File: config.mk
export PLATFORM = sky130hd
export DESIGN_NAME = aoi_rr_scheduler
export DESIGN_NICKNAME = d
export VERILOG_FILES = /design/src/rtl/aoi_rr_scheduler.sv
export SDC_FILE = /design/constraint.sdc
export NUM_CORES = 1
export LEC_CHECK = 0
export BUFFER_PORTS_ARGS = -buffer_cell sky130_fd_sc_hd__clkbuf_2
export CELL_PAD_IN_SITES_DETAIL_PLACEMENT = 1
export CELL_PAD_IN_SITES_GLOBAL_PLACEMENT = 2
export CORE_ASPECT_RATIO = 2
export CORE_MARGIN = 2
export CORE_UTILIZATION = 31
export CTS_CLUSTER_SIZE = 25
export DETAILED_ROUTE_END_ITERATION = 12
export PLACE_DENSITY_LB_ADDON = 0.25
export SYNTH_ARGS = -nofsm -noshare
export SYNTH_HDL_FRONTEND = slang
export SYNTH_SLANG_ARGS = --single-unit
File: constraint.sdc
create_clock -name clk -period 7.6 [get_ports clk]
set_clock_uncertainty 0.2 [all_clocks]
set_input_delay 0.76 -clock clk [delete_from_list [all_inputs] [get_ports clk]]
set_output_delay 0.76 -clock clk [all_outputs]
set_load 0.01 [all_outputs]
File: src/rtl/aoi_rr_scheduler.sv
// aoi_rr_scheduler
//   Round-robin front end for one shared, registered AND-OR-INVERT unit,
//   F = ~((A&B)|(C&D)). One requester is granted at a time and its operand
//   nibble is latched. The result comes back one cycle later, tagged with
//   the requester index, and is held until the consumer accepts it.
//
// Ports
//   clk        system clock, rising edge
//   rst_n      asynchronous active-low reset
//   req        per-requester request level
//   opnd       per-requester operands, nibble i = {A,B,C,D} at opnd[4i+3:4i]
//   gnt        one-hot single-cycle grant pulse, only while idle
//   busy       high whenever a transaction is in flight
//   f_valid    result valid
//   out_ready  consumer accepts the result when f_valid & out_ready
//   F          AOI result
//   f_id       index of the requester that owns F
//   done_cnt   completed-handshake counter, wraps
module aoi_rr_scheduler #(
  parameter int unsigned N_REQ = 4,
  parameter int unsigned IDW   = 2,
  parameter int unsigned CNTW  = 8
) (
  input  logic               clk,
  input  logic               rst_n,
  input  logic [N_REQ-1:0]   req,
  input  logic [4*N_REQ-1:0] opnd,
  output logic [N_REQ-1:0]   gnt,
  output logic               busy,
  output logic               f_valid,
  input  logic               out_ready,
  output logic               F,
  output logic [IDW-1:0]     f_id,
  output logic [CNTW-1:0]    done_cnt
);

  typedef enum logic [1:0] {StIdle, StEval, StResp} state_e;

  localparam logic [IDW:0] NReq = (IDW+1)'(N_REQ);

  state_e           state_q;
  logic [IDW-1:0]   rr_ptr_q;
  logic [3:0]       opnd_q;

  logic             any_req;
  logic [IDW:0]     start;
  logic [N_REQ-1:0] rot;
  logic [IDW:0]     off;
  logic [IDW:0]     pos;
  logic [IDW-1:0]   sel;
  logic [3:0]       nib;
  logic             grant_en;

  assign any_req = |req;
  assign busy    = (state_q != StIdle);

  // Rotate the request vector so bit 0 is the requester just after rr_ptr,
  // take the lowest set bit, then map the offset back to an index.
  always_comb begin
    start = {1'b0, rr_ptr_q} + {{IDW{1'b0}}, 1'b1};
    rot   = N_REQ'({req, req} >> start);
    off   = '0;
    for (int j = N_REQ - 1; j >= 0; j--) begin
      if (rot[j]) begin
        off = (IDW+1)'(j);
      end
    end
    pos = start + off;
    if (pos >= NReq) begin
      pos = pos - NReq;
    end
    sel = pos[IDW-1:0];
  end

  always_comb begin
    nib = '0;
    for (int i = 0; i < N_REQ; i++) begin
      if (sel == IDW'(i)) begin
        nib = opnd[4*i +: 4];
      end
    end
  end

  // Gated by rst_n so the grant drops immediately while reset is held.
  assign grant_en = rst_n && (state_q == StIdle) && any_req;

  always_comb begin
    gnt = '0;
    for (int i = 0; i < N_REQ; i++) begin
      gnt[i] = grant_en && (sel == IDW'(i));
    end
  end

  // rr_ptr only moves in idle, so it still names the owner during eval and
  // doubles as the id register.
  always_ff @(posedge clk or negedge rst_n) begin
    if (!rst_n) begin
      state_q  <= StIdle;
      rr_ptr_q <= IDW'(N_REQ - 1);
      opnd_q   <= '0;
      f_valid  <= 1'b0;
      F        <= 1'b0;
      f_id     <= '0;
      done_cnt <= '0;
    end else begin
      unique case (state_q)
        StIdle: begin
          if (any_req) begin
            opnd_q   <= nib;
            rr_ptr_q <= sel;
            state_q  <= StEval;
          end
        end
        StEval: begin
          F       <= ~((opnd_q[3] & opnd_q[2]) | (opnd_q[1] & opnd_q[0]));
          f_id    <= rr_ptr_q;
          f_valid <= 1'b1;
          state_q <= StResp;
        end
        StResp: begin
          if (out_ready) begin
            f_valid  <= 1'b0;
            done_cnt <= done_cnt + CNTW'(1);
            state_q  <= StIdle;
          end
        end
        default: state_q <= StIdle;
      endcase
    end
  end

endmodule

# == After elaboration in Yosys (flattened, before gate mapping) ==
# Index checks and enable logic that the tools add are counted.
# classes
muxes,14
eq_ne,7
n_reduce_logical,15
n_addsub,4
n_div,0
n_shift,1
bitwise,4
magnitude_cmp,1
n_mul,0
# ops
cell,count
$mux W4,4
$mux W2,5
$add A8 B1 Y8 const B,1
$reduce_and A2 Y1,4
$shr A8 B3 Y4,1
$eq A2 B2 Y1 const B,3
$logic_and A1 B1 Y1,6
$mux W3,2
$pmux W2 S3,1
$eq A2 B1 Y1 const B,2
$logic_not A2 Y1,2
$ne A2 B2 Y1 const B,2
$reduce_bool A2 Y1,2
$reduce_or A4 Y1,1
$add A2 B1 Y3 const B,1
$add A3 B3 Y3,1
$ge A3 B3 Y1 const B,1
$and A1 B1 Y1,2
$pmux W1 S2,1
$sub A2 B1 Y2 const B,1
$mux W1,1
$not A1 Y1,1
$or A1 B1 Y1,1
# totals
n_memories,0
inputBits,23
latch_bits,0
romBits,0
reg_bits,20
output_inout_bits,17
word_cells,53
ramBits,0

# == Longest topological paths before layout ==
# logic_depth
word_depth,14
mapped_depth,12
ltp_nobuf,11

# == Least setup slack after synthesis ==
# No wires, ideal clock.
# synth_path
path_kind,input to output
startpoint,input req[3]
endpoint,output gnt[1]
path_slack_ns,4.429
arrival_time_ns,2.211
n_path_buf,1
path_stages,9
cell_sequence,nor2b_1 > a21oi_1 > nor2_1 > a211o_1 > o21ai_0 > ha_1 > buf_2 > xnor2_2 > nor3b_1
# synth_between
elab_chain_len,10
# synth_lines
item,line_no,text
from (decl),26,"input logic [N_REQ-1:0] req,"
$shr A8 B3 Y4,61,"rot = N_REQ'({req, req} >> start);"
$mux W2 (2 in series),64,if (rot[j]) begin
$mux W3 (2 in series),64,
$add A3 B3 Y3,68,pos = start + off;
$ge A3 B3 Y1 / $sub A2 B1 Y2 (equally long branches),"69, 70",
$mux W2,69,if (pos >= NReq) begin
$eq A2 B1 Y1,90,gnt[i] = grant_en && (sel == IDW'(i));
$logic_and A1 B1 Y1 *,90,
to (decl),28,"output logic [N_REQ-1:0] gnt,"
# Every way passes the cells marked *; elsewhere a longest branch is shown, timed or not.

# == Final worst setup path ==
# layout_path
startpoint,input req[2]
endpoint,output gnt[1]
# Same word-level chain as after synthesis.

==> flow_summary.yaml <==
worst_hold_path:
  class_of_the_tightest_hold_or_removal_check: "input pin to asynchronous set/reset pin"
logic_synthesis:
  synth_top_area_cell: "dfrtp_1"
  post_synth_inst_count: 133
  proportion_of_netlist_area_held_by_the_largest_area_contributor_pct: 36.4
  syn_avg_cell_area_um2: 9.30
  synth_flop_cell: "dfrtp_1"
  synth.ff_latch_count: 20
  ys_warn_count: 0
  post_synth_num_cell_types: 45
  synth.most_common_cell: "dfrtp_1"
  synth-edff-count: 0
  synth_async_sr_flop_share_pct: 100
  synth_top_cells_by_area: "dfrtp_1 36%, a21oi_1 4.4%, dfstp_2 4.2%"
  syn_area_um2: 1240
  synthesis.nets: 158
  synth_top_cells_by_count: "18 x dfrtp_1, 12 x nand2_1, 11 x a21oi_1, 11 x nor2_1, 10 x o21ai_0"
  synth_sequential_area_ratio_pct: 40.6
pwr:
  comb_power_share_pct: 54.9
  pwrdens_nw_per_um2: 431
  power_frac_seq_pct: 29.5
  ir_drop_mv: 0.230
  power_switching_share_pct: 42.8
  p_sw_w: 0.000286
  power_leakage_nw: 0.721
  power.share.clock_pct: 15.6
  power.internal_w: 0.000382
die:
  die_h_um: 93.4
  dieArea_um2: 4540
  design.core.area_um2: 3840
  io-pin-count: 40
  die_width_um: 48.7
  floorplan.rows: 32
  floorplan.initialDensity_pct: 32.2
timing:
  final_hold_viol_count: 0
  final_ws_setup_ns: 3.97
  max-slew-margin-rel_pct: 56.9
  max_slew_violation_total_from_the_final_report: 0
  maxClockFrequency_mhz: 276
  tightestPinTransition_ns: 0.647
  grt_setup_unrepaired: "no"
  final_min_period_over_clock_period_pct: 47.7
  timing.setup.tns_ns: 0
  finalSetupViolations: 0
  crit_path_time_final_ns: 3.63
route:
  detail_route.wl_per_cell_um: 15.0
  drt_iter0_markers: 15
  final_ant_viol_nets: 0
  routed_via_density: 5.10
  iteration_count_of_the_initial_detailed_routing_pass: 4
  drc: 0
  detail_route.wirelength_mm: 3.35
  vias: 1137
cts:
  tritoncts: "yes"
  ctsRootBufferMaster: "clkbuf_8"
  clk_transition_reported_paths_ns: 0.08
  clkLatencyLatePin_ns: 0.26
  post-cts-setup-buffer-count: 0
  post_cts_resized: 0
  clock_tree.htree_level_count: 1
  worst_case_clock_buffer_depth: 2
  numClockSinks: 20
  postCtsHoldBufs: 0
  cts_buffers: 3
cells_and_area:
  antenna-diode-count: 0
  layout.area.seq_um2: 503
  layout.nets: 198
  multiInputGateArea_um2: 694
  nFillCells: 498
  area.growth.synth_to_final_pct: 25.3
  post_route_cells_drive_above_1_share_pct: 34.3
placed_design:
  io_port_bufs: 39
  detailedPlace.worstSlack_ns: 3.97
  total_half_perimeter_wirelength_after_legalization_and_detailed_placement_mm: 2.82
  globalplace.congestion: 0.735
setup_path:
  cp.buffers_inverters: 2
  worstSetupEndpointType: "output port"
  highest_delay_cell_along_the_critical_path: "ha_1"
  worst_path_largest_cell_delay_ns: 0.49
  cpMostUsedCell: "clkbuf_2"
  crit_path_max_fanout: 11
  worst-endpoint-required_ns: 6.64
  timing.critical_path.cells: "clkbuf_2 -> nand2b_1 -> a21oi_1 -> nor2_1 -> a211o_1 -> o21ai_0 -> ha_1 -> xnor2_2 -> nor3b_1 -> clkbuf_2"
  crit_family: "compound AO/OA/AOI/OAI gates"
  timing_worst_setup_path_type: "input pin to output port"
  worst_ep_arrival_time_ns: 2.67
  worst_setup_path_start_kind: "input pin"
flow_run:
  cap_violations: 0
grt:
  grt_max_degree: 24
  globalRouteTotalUtil_pct: 15.8
  grt_antenna_before_repair: 0
  grt_first_pass_wirelength_mm: 5.52
  first_global_vias: 1247
  global_route_overflow: 0
outcome:
  status: "finished, final reports clean"
## cell type report
cell class | instances | area share [%]
multi-input cells | 103 | 44.8
flip-flops and latches | 20 | 32.4
repair buffers | 39 | 12.6
well taps | 51 | 4.12
clock buffers | 3 | 2.66
clock inverters | 1 | 1.94
inverters | 6 | 1.45
## stage by stage
| stage | cell area, um^2 | cells | hold slack [ns] | power [W] | utilization, % |
|---|---|---|---|---|---|
| after detailed placement | 1480 | 219 | 0.265 | 0.000575 | 38.5 |
| after floorplan | 1240 | 133 | 0.264 | 0.000464 | - |
| after global routing | 1550 | 223 | 0.298 | 0.000724 | 40.3 |
| final | 1550 | 223 | 0.271 | 0.000668 | 40.3 |
| after CTS | 1550 | 223 | 0.279 | 0.000681 | 40.3 |
| after global placement | 1480 | 219 | 0.263 | 0.000551 | 38.5 |
## power by group through the flow
stage	registers, W	logic, W	clock network [W]
final	0.000197	0.000366	0.000104
after global routing	0.000204	0.000409	0.000111
after CTS	0.000198	0.000376	0.000108
after detailed placement	0.000201	0.000374	0
after global placement	0.000196	0.000356	0
after floorplan	0.000199	0.000265	0
## kinds of logic (layout without fill, tap and decap cells)
logic type	after synthesis	after routing	share of synthesized area [%]
AND/OR/NAND/NOR	52	52	23.2
AO/OA/AOI/OAI	36	36	19.2
flip-flops	20	20	40.6
buffers and inverters	10	49	3.24
XOR/XNOR	8	8	6.27
multiplexers	4	4	4.55
adder cells (fa/ha/maj)	3	3	2.93
## worst register-to-register path: stages, from the launching register on
cell	delay [ns]
dfstp_2	0.59
inv_1	0.10
a21boi_0	0.18
a21oi_1	0.06
o22ai_1	0.15
o21ai_0	0.10
ha_1	0.55
nor4_2	0.53
o21ai_0	0.18
a31oi_1	0.19
## cells in the final DEF, fill, tap and decap left out, drive strengths merged
cell type,instances
a32oi,1
a31oi,3
or2,2
nor2b,2
a221oi,1
o21ai,12
clkbuf,42
xor2,1
dfstp,2
and4,1
a21oi,11
or2b,1
mux2,4
nand2b,5
a21o,1
a32o,1
o22ai,1
nor3,2
nor4,2
nand3,4
dfrtp,18
ha,2
maj3,1
a211o,1
nor3b,5
o311ai,1
and3,1
nand4,3
a21boi,2
inv,6
bufinv,1
xnor2,7
nand2,13
o31ai,1
nor2,11
## worst paths after layout
path	endpoint	from	slack [ns]	cells after the start
setup reg to reg	opnd_q[0]	rr_ptr_q[1]	4.68	9
hold reg to reg	done_cnt[7]	done_cnt[7]	0.27	1
setup / recovery	gnt[1]	req[2]	3.97	10
hold / removal	done_cnt[1]	rst_n	0.27	1
max in group asynchronous	rr_ptr_q[0]	rst_n	6.56	1
min in group clk	done_cnt[7]	done_cnt[7]	0.27	1
## metal layers
| metal | vias up | share of wire (%) | wire [um] | track usage, % |
|---|---|---|---|---|
| met4 | 0 | 2.6 | 87 | 7.14 |
| met3 | 7 | 4.1 | 138 | 1.76 |
| met2 | 36 | 60 | 2030 | 33.9 |
| met1 | 544 | 33 | 1100 | 13.5 |
| li1 | 550 | - | - | - |
| met5 | - | 0 | 0 | 0 |
## registers in the layout, indices dropped and copies added, names as in the netlist
register	flops
done_cnt	8
opnd_q	4
f_id	2
rr_ptr_q	2
state_q	2
F	1
f_valid	1
Power figures use the tool's default switching activity.
